<file path="src/rtl/sdf_pkg.sv">
// Shared definitions for the single-path delay-feedback DIF stage:
// the feedback depth helper and the two-phase enum.
package sdf_pkg;

  // Phase of a slot inside one 2D block: first half fills, second half issues.
  typedef enum logic {
    PH_A = 1'b0,
    PH_B = 1'b1
  } phase_e;

  // Feedback depth D of a stage: N >> (STAGE+1), with N = 2**LOGN.
  function automatic int sdf_depth(input int logn, input int stage);
    return (1 << logn) >> (stage + 1);
  endfunction

endpackage

</file>
<file path="src/rtl/sdf_delay_line.sv">
// Enable-gated shift-register delay line. Shifts one place per enabled
// cycle; o_head is the element written DEPTH enabled cycles ago.
// Contents are not reset: the users track validity separately.
module sdf_delay_line #(
  parameter int DEPTH = 8,
  parameter int WIDTH = 64
) (
  input  logic             i_clk,
  input  logic             i_en,
  input  logic [WIDTH-1:0] i_data,
  output logic [WIDTH-1:0] o_head
);

  logic [WIDTH-1:0] r_mem [DEPTH];

  // Shift the line by one on every enabled cycle.
  always_ff @(posedge i_clk) begin
    if (i_en) begin
      r_mem[0] <= i_data;
      for (int i = 1; i < DEPTH; i++) begin
        r_mem[i] <= r_mem[i-1];
      end
    end
  end

  assign o_head = r_mem[DEPTH-1];

endmodule

</file>
<file path="src/rtl/sdf_dif_fb_ctrl.sv">
// Single-path delay-feedback DIF NTT stage controller.
// Pairs element k with element k+D of each 2D block, issues them with a
// twiddle address to an external butterfly, and reorders the returned
// results into the stream: D a-results, then the D b-results of the
// same block (emitted during the next block's first half).
//
// Optional feature: define SDF_FB_FLUSH_EN to add a 'flush' input that
// injects zero-data slots while in_valid=0, draining the last b-results.
//
// Handshake: valid-only streams, no backpressure. in_valid qualifies
// in_data in the same cycle; btf_valid qualifies btf_a/btf_b; the
// butterfly results btf_out_a/btf_out_b are sampled on the BTF_LAT-th
// rising edge after the edge that raised btf_valid; out_valid qualifies
// out_data in the same cycle.
module sdf_dif_fb_ctrl
  import sdf_pkg::*;
#(
  parameter int LOGQ       = 64,
  parameter int LOGN       = 4,
  parameter int STAGE      = 0,
  parameter int BTF_LAT    = 6,
  parameter int DELAY_BROM = 2
) (
  input  logic            clk,
  input  logic            rst,
`ifdef SDF_FB_FLUSH_EN
  input  logic            flush,
`endif
  input  logic            in_valid,
  input  logic [LOGQ-1:0] in_data,
  output logic [LOGN-2:0] w_addr,
  output logic [LOGQ-1:0] btf_a,
  output logic [LOGQ-1:0] btf_b,
  output logic            btf_valid,
  input  logic [LOGQ-1:0] btf_out_a,
  input  logic [LOGQ-1:0] btf_out_b,
  output logic            out_valid,
  output logic [LOGQ-1:0] out_data
);

  localparam int D  = sdf_depth(LOGN, STAGE);
  localparam int CW = LOGN - STAGE;              // counts 0..2D-1
  localparam int IS = DELAY_BROM + 1;            // index of the butterfly issue stage
  localparam int PL = DELAY_BROM + BTF_LAT;      // index of the returning slot
  localparam logic [CW-1:0] D_C      = CW'(D);
  localparam logic [CW-1:0] CNT_LAST = CW'(2 * D - 1);

  logic [CW-1:0]   r_cnt;
  logic [LOGN-2:0] r_w_addr;
  logic            r_sv [1:PL];                  // slot valid, per cycle of travel
  phase_e          r_sp [1:PL];                  // slot phase, per cycle of travel
  logic [LOGQ-1:0] r_a  [1:IS];
  logic [LOGQ-1:0] r_b  [1:IS];
  logic            r_rv [D];                     // result-line entry holds a b-result
  logic            r_out_valid;
  logic [LOGQ-1:0] r_out_data;

  logic            w_slot;
  logic [LOGQ-1:0] w_slot_data;
  phase_e          w_phase;
  logic            w_issue;
  logic [LOGN-2:0] w_off;
  logic [LOGN-2:0] w_addr_nxt;
  logic [LOGQ-1:0] w_in_head;
  logic [LOGQ-1:0] w_res_head;
  logic [LOGQ-1:0] w_res_in;
  logic            w_ret_v;
  phase_e          w_ret_ph;

`ifdef SDF_FB_FLUSH_EN
  // A flush slot behaves like an accepted zero input; real input wins.
  assign w_slot      = in_valid | flush;
  assign w_slot_data = in_valid ? in_data : '0;
`else
  assign w_slot      = in_valid;
  assign w_slot_data = in_data;
`endif

  assign w_phase    = (r_cnt >= D_C) ? PH_B : PH_A;
  assign w_issue    = w_slot && (w_phase == PH_B);
  assign w_off      = (LOGN-1)'(r_cnt - D_C);
  assign w_addr_nxt = w_off << STAGE;

  // Input line: filled in phase A, its head is element cnt-D in phase B.
  sdf_delay_line #(
    .DEPTH (D),
    .WIDTH (LOGQ)
  ) u_in_line (
    .i_clk  (clk),
    .i_en   (w_slot),
    .i_data (w_slot_data),
    .o_head (w_in_head)
  );

  // Phase counter advances once per accepted slot and wraps at 2D-1.
  always_ff @(posedge clk or negedge rst) begin
    if (!rst) begin
      r_cnt <= '0;
    end else if (w_slot) begin
      r_cnt <= (r_cnt == CNT_LAST) ? '0 : r_cnt + CW'(1);
    end
  end

  // Twiddle address updates on phase-B slots and holds during phase A.
  always_ff @(posedge clk or negedge rst) begin
    if (!rst) begin
      r_w_addr <= '0;
    end else if (w_issue) begin
      r_w_addr <= w_addr_nxt;
    end
  end

  // Slot tracker: every accepted slot travels with its phase so the
  // returning results can be routed; it runs every cycle so gaps persist.
  always_ff @(posedge clk or negedge rst) begin
    if (!rst) begin
      for (int i = 1; i <= PL; i++) begin
        r_sv[i] <= 1'b0;
        r_sp[i] <= PH_A;
      end
    end else begin
      r_sv[1] <= w_slot;
      r_sp[1] <= w_phase;
      for (int i = 2; i <= PL; i++) begin
        r_sv[i] <= r_sv[i-1];
        r_sp[i] <= r_sp[i-1];
      end
    end
  end

  // Operand pipeline: delays the butterfly pair to line up with ROM data.
  always_ff @(posedge clk or negedge rst) begin
    if (!rst) begin
      for (int i = 1; i <= IS; i++) begin
        r_a[i] <= '0;
        r_b[i] <= '0;
      end
    end else begin
      r_a[1] <= w_issue ? w_in_head   : '0;
      r_b[1] <= w_issue ? w_slot_data : '0;
      for (int i = 2; i <= IS; i++) begin
        r_a[i] <= r_a[i-1];
        r_b[i] <= r_b[i-1];
      end
    end
  end

  assign w_addr    = r_w_addr;
  assign btf_a     = r_a[IS];
  assign btf_b     = r_b[IS];
  assign btf_valid = r_sv[IS] && (r_sp[IS] == PH_B);

  assign w_ret_v  = r_sv[PL];
  assign w_ret_ph = r_sp[PL];
  assign w_res_in = (w_ret_ph == PH_B) ? btf_out_b : '0;

  // Result line: parks b-results until the next phase-A slots return.
  sdf_delay_line #(
    .DEPTH (D),
    .WIDTH (LOGQ)
  ) u_res_line (
    .i_clk  (clk),
    .i_en   (w_ret_v),
    .i_data (w_res_in),
    .o_head (w_res_head)
  );

  // Validity of each result-line entry, shifted alongside the data.
  always_ff @(posedge clk or negedge rst) begin
    if (!rst) begin
      for (int i = 0; i < D; i++) begin
        r_rv[i] <= 1'b0;
      end
    end else if (w_ret_v) begin
      r_rv[0] <= (w_ret_ph == PH_B);
      for (int i = 1; i < D; i++) begin
        r_rv[i] <= r_rv[i-1];
      end
    end
  end

  // Output mux: a-results pass straight out, phase-A slots pop b-results.
  always_ff @(posedge clk or negedge rst) begin
    if (!rst) begin
      r_out_valid <= 1'b0;
      r_out_data  <= '0;
    end else if (w_ret_v) begin
      if (w_ret_ph == PH_B) begin
        r_out_valid <= 1'b1;
        r_out_data  <= btf_out_a;
      end else begin
        r_out_valid <= r_rv[D-1];
        r_out_data  <= r_rv[D-1] ? w_res_head : '0;
      end
    end else begin
      r_out_valid <= 1'b0;
    end
  end

  assign out_valid = r_out_valid;
  assign out_data  = r_out_data;

endmodule

</file>
<file path="config.mk">
export PLATFORM = sky130hd
export DESIGN_NAME = sdf_dif_fb_ctrl
export DESIGN_NICKNAME = d
export VERILOG_FILES = /design/src/rtl/sdf_pkg.sv /design/src/rtl/sdf_delay_line.sv /design/src/rtl/sdf_dif_fb_ctrl.sv
export SDC_FILE = /design/constraint.sdc
export NUM_CORES = 1
export LEC_CHECK = 0
export CAP_MARGIN = 20
export CORE_MARGIN = 5
export CORE_UTILIZATION = 50
export CTS_BUF_LIST = sky130_fd_sc_hd__clkbuf_2
export DETAILED_ROUTE_END_ITERATION = 8
export PLACE_DENSITY = 0.81
export SLEW_MARGIN = 20
export SYNTH_ARGS = -nofsm -noshare
export SYNTH_HDL_FRONTEND = slang
export SYNTH_SLANG_ARGS = --single-unit
</file>
<file path="constraint.sdc">
create_clock -name clk -period 35.9 [get_ports clk]
set_input_delay 7.18 -clock clk [delete_from_list [all_inputs] [get_ports clk]]
set_output_delay 7.18 -clock clk [all_outputs]
set_load 0.005 [all_outputs]
</file>
# == Word-level counts from Yosys, hierarchy flattened ==
# Memories as Yosys holds them, arrays and structs flattened.
# Cells that the tools add are included.
# word_totals
input_bits,195
ram_bits,1024
ff_bits,480
n_memories,2
output_inout_bits,197
elab_cells,55
# op_classes
eq_ne,1
add_sub_neg,2
n_reduce_logical,2
muxes,13
magnitude_cmp,1
# mem_list
name,words,word_bits,read_ports,rd_ports_with_merged_regs,write_ports,line_no,text
u_in_line.r_mem,8,64,8,0,8,sdf_delay_line.sv:14,logic [WIDTH-1:0] r_mem [DEPTH];
u_res_line.r_mem,8,64,8,0,8,sdf_delay_line.sv:14,
# ops
cell,n
$mux W64,5
$mux W1,7
$add A4 B1 Y4 const B,1
$eq A4 B4 Y1 const B,1
$ge A4 B4 Y1 const B,1
$mux W4,1
$sub A3 B1 Y3 const B,1
$logic_and A1 B1 Y1,2

# == Logic depth before layout (Yosys ltp) ==
# depth
ltp_word,4
ltp_mapped,6
mapped_depth_nobuf,4

# == By module ==
# From an unflattened synthesis, not the netlist that was laid out.
# unflattened
hier_cells,2242
hier_area_um2,47510.6
# by_module_without_submodules
mod,area_each_um2,cells_per_inst,seq_area_each_um2,n_inst
sdf_delay_line,15855.2,576,15374.7,2
sdf_dif_fb_ctrl,15800.2,1090,12011.5,1

# == Worst setup path before layout ==
# OpenSTA, ideal clock, no wires.
# synth_path
path_type,flip-flop to flip-flop
start,"register r_sv, in the netlist w_ret_v"
end,register r_out_data[53] (netlist: out_data[53])
setup_time_ns,0.123
t_required_ns,35.777
setup_slack_ns,23.146
n_path_buf,3
stages_incl_launch_ff,5
arrival_ns,12.631
period_less_slack_ns,12.754
path_cell_list,dfrtp_1 buf_2 buf_2 buf_4 a21oi_2
# synth_rtl
element,line_no,text
start: declaration,sdf_dif_fb_ctrl.sv:50,logic r_sv [1:PL];
start signal: indexed assignment,sdf_dif_fb_ctrl.sv:125,r_sv[i] <= r_sv[i-1];
end signal: assignment,sdf_dif_fb_ctrl.sv:190,r_out_data <= btf_out_a;
end signal: assignment,sdf_dif_fb_ctrl.sv:193,r_out_data <= r_rv[D-1] ? w_res_head : '0;
end: declaration,sdf_dif_fb_ctrl.sv:56,logic [LOGQ-1:0] r_out_data;
# No word-level cell between the ends.

# == Worst setup path after layout ==
# layout_path
start,register r_sv[5] (netlist bit)
end,output port btf_valid
# layout_between
elab_chain_len,1
# layout_lines
element,line_no,text
$logic_and A1 B1 Y1,sdf_dif_fb_ctrl.sv:151,assign btf_valid = r_sv[IS] && (r_sp[IS] == PH_B);
end: declaration,sdf_dif_fb_ctrl.sv:34,"output logic btf_valid,"
# Every way passes these cells.

==> flow_metrics.tcl <==
set metrics [dict create \
    grt_max_degree 231 \
    maxCapViolations 0 \
    start_util_pct 50.5 \
    ys_ff_latch 1504 \
    htreeDepth 5 \
    crit_slowest_cell "clkdlybuf4s50_1" \
    grt_setup_unrepaired "no" \
    critical_path_arrival_ps 2460 \
    layout_min_cycle_time_ps 9640 \
    rows 112 \
    syn_area_um2 47200 \
    wl_per_cell_um 16.8 \
    clock-sinks 1504 \
    gp_congestion 0.801 \
    drc_errors 0 \
    final_util_pct 58.5 \
    ir_worst_vdd_mv 0.0323 \
    die_h_um 317 \
    grt_pass1_wl_mm 112 \
    cts_buffers 364 \
    die-width_um 317 \
    dpl_cell_area_um2 51400 \
    power_w 0.00347 \
    routed_wirelength_mm 71.3 \
    fin_crit_sh_pct 26.9 \
    synth_cell_types 26 \
    p_per_area_nw_per_um2 63.5 \
    cts_tree "yes" \
    clkSlewWorstSetupHoldPaths_ps 110 \
    area_growth_pct 16.0 \
    worstHoldPathType "reg2reg" \
    fin_setup_tns_ps 0 \
    cts_resized 0 \
    fin_nets 2894 \
    clock_skew_ps 164 \
    critical_path_class "reg2out" \
    crit_chain "and2_1 -> clkdlybuf4s50_1" \
    root_buffer "clkbuf_2" \
    max_freq_ghz 0.104 \
    hold_buffers 0 \
    hpwl_mm 42.1 \
    portBuffers 391 \
    drt_iter0_markers 1371 \
    syn_inst 2116 \
    cts_setup_buffers 0 \
    crit_required_ps 28720 \
    die_area_um2 101000 \
    p_leak_nw 22.0 \
    ant_nets 0 \
    finalHoldViolations 0 \
    drv_slew 0 \
    slew_headroom_pct 27.9 \
    vias_per_cell 4.59 \
    cp-start-kind "flip-flop" \
    max_stage_delay_ps 510 \
    overflow 0 \
    crit_path_end_kind "output pin" \
    dr_total_vias 19426 \
    grtUsageTotal_pct 14.3 \
    clk_latency_ps 1450 \
    io_pins 392 \
    setup_viol 0 \
    final_area_um2 54700 \
    syn_area_per_cell_um2 22.3 \
    path_max_fanout 2 \
    status "finished clean" \
    yosysWarningCount 0 \
    firstDrtPassIters 5 \
    synth_seq_area_share_pct 90.6 \
    layout-drive-gt1-share_pct 24.7 \
    core_um2 93500 \
    grt_pass1_vias 21094 \
    tightest_slew_ps 1080 \
    syn_nets 2313 \
    grt_antenna_before_repair 13 \
    clock_path_buffers 4 \
]
## layout make-up
class                           instances  area (um^2)
Tap cell                             1254         1570
Clock buffer                          547         2740
Fill cell                            6647        38800
Sequential cell                      1504        42800
Clock inverter                         94          478
Multi-Input combinational cell        415         3010
Inverter                                2         7.51
Timing Repair Buffer                  410         4120
Antenna cell                            8         20.0
## report_power, final
group / switching (W) / internal (W) / total [W] / leakage, nW
Clock: 0.000613 / 0.000427 / 0.00104 / 2.51
Combinational: 0.000155 / 0.000154 / 0.000309 / 2.97
Sequential: 0.0000752 / 0.00205 / 0.00213 / 16.5
Total: 0.000843 / 0.00263 / 0.00347 / 22.0
## synth_stat cells
master | count | share of area (%)
edfxtp_1 | 1024 | 65
dfrtp_1 | 480 | 25
buf_4 | 136 | 2.2
and3_1 | 128 | 1.7
and2_1 | 65 | 0.86
nor2_1 | 64 | 0.51
a21oi_2 | 60 | 1.1
a22oi_2 | 60 | 1.6
clkbuf_1 | 37 | 0.29
buf_2 | 11 | 0.12
mux2_2 | 9 | 0.21
buf_12 | 7 | 0.30
nand2_1 | 7 | 0.056
o21ai_0 | 5 | 0.053
a21oi_1 | 4 | 0.042
buf_6 | 4 | 0.095
a22oi_1 | 3 | 0.048
ha_1 | 2 | 0.053
inv_1 | 2 | 0.016
nand3_1 | 2 | 0.021
a31oi_1 | 1 | 0.013
nand3b_1 | 1 | 0.016
nor2b_4 | 1 | 0.029
o21a_1 | 1 | 0.016
o41ai_1 | 1 | 0.019
xnor2_1 | 1 | 0.019
## through the flow
stage          hold WS (ps)  setup WS (ps)  instances
2_1_floorplan           331          23150       2116
3_3_place_gp            332          25370       3584
3_5_place_dp            335          25080       3584
4_1_cts                 249          25870       4225
5_1_grt                 235          25880       4233
6_report                219          26260       4234
## layout by cell type (no fill, tap or decap)
cell	instances
inv_2	6
a21oi_2	60
nand3b_1	1
clkinv_4	1
buf_6	3
buf_8	2
nor2_1	64
nand3_1	2
diode_2	8
xnor2_1	1
clkdlybuf4s50_1	389
nor2b_4	1
inv_1	2
o41ai_1	1
clkinv_1	62
buf_4	13
o21a_1	1
dfrtp_4	3
and2_1	65
a22oi_2	60
clkbuf_2	547
o21ai_0	5
mux2_2	9
edfxtp_1	1024
a22oi_1	3
ha_1	2
a21oi_1	4
a31oi_1	1
clkinv_2	17
inv_6	1
nand2_1	7
and3_1	128
bufinv_16	3
dfrtp_1	477
buf_12	3
clkinvlp_4	4
## critical path, delay by kind of cell, from the launching register on
family / cells / cell delay [ps]
AND/OR/NAND/NOR: 1 / 150
buffers and inverters: 1 / 510
flip-flops: 1 / 350
## path summary, 6_finish.rpt
| check | from | end | slack [ps] | depth (start not counted) |
|---|---|---|---|---|
| max reg2reg | w_ret_v | u_res_line.r_mem[1][229] | 31800 | 3 |
| min reg2reg | r_a[90] | btf_a[26] | 220 | 0 |
| min in group asynchronous | rst | r_a[191] | 5770 | 1 |
| max | r_sv[5] | btf_valid | 26260 | 2 |
| max in group asynchronous | rst | r_a[109] | 26900 | 4 |
| min | r_a[90] | btf_a[26] | 220 | 0 |
## routing by layer
metal | global-route usage [%] | part of all wire, % | wire (um) | vias to the layer above
met3 | 5.45 | 6.9 | 4930 | 137
met2 | 22.8 | 51 | 36100 | 573
met5 | 0 | 0.042 | 30 | -
met4 | 7.35 | 3.0 | 2130 | 6
li1 | - | - | - | 9120
met1 | 17.4 | 39 | 28100 | 9590
## logic make-up after synthesis
logic type               count (synthesis)  share of synthesized area, %
buffers and inverters                  197                          2.98
XOR/XNOR                                 1                        0.0186
flip-flops                            1504                          90.6
adder cells (fa/ha/maj)                  2                        0.0530
multiplexers                             9                         0.215
AND/OR/NAND/NOR                        268                          3.19
AO/OA/AOI/OAI                          135                          2.90
## registers in the layout, summed over array words and instances, names as in the netlist, 3 cells and up
name	count
r_b	128
u_in_line.r_mem	512
btf_b	64
r_sp	7
btf_a	64
r_rv	8
r_sv	7
r_cnt	4
u_res_line.r_mem	512
out_data	64
w_addr	3
r_a	128
(Power assumes the default switching activity.)
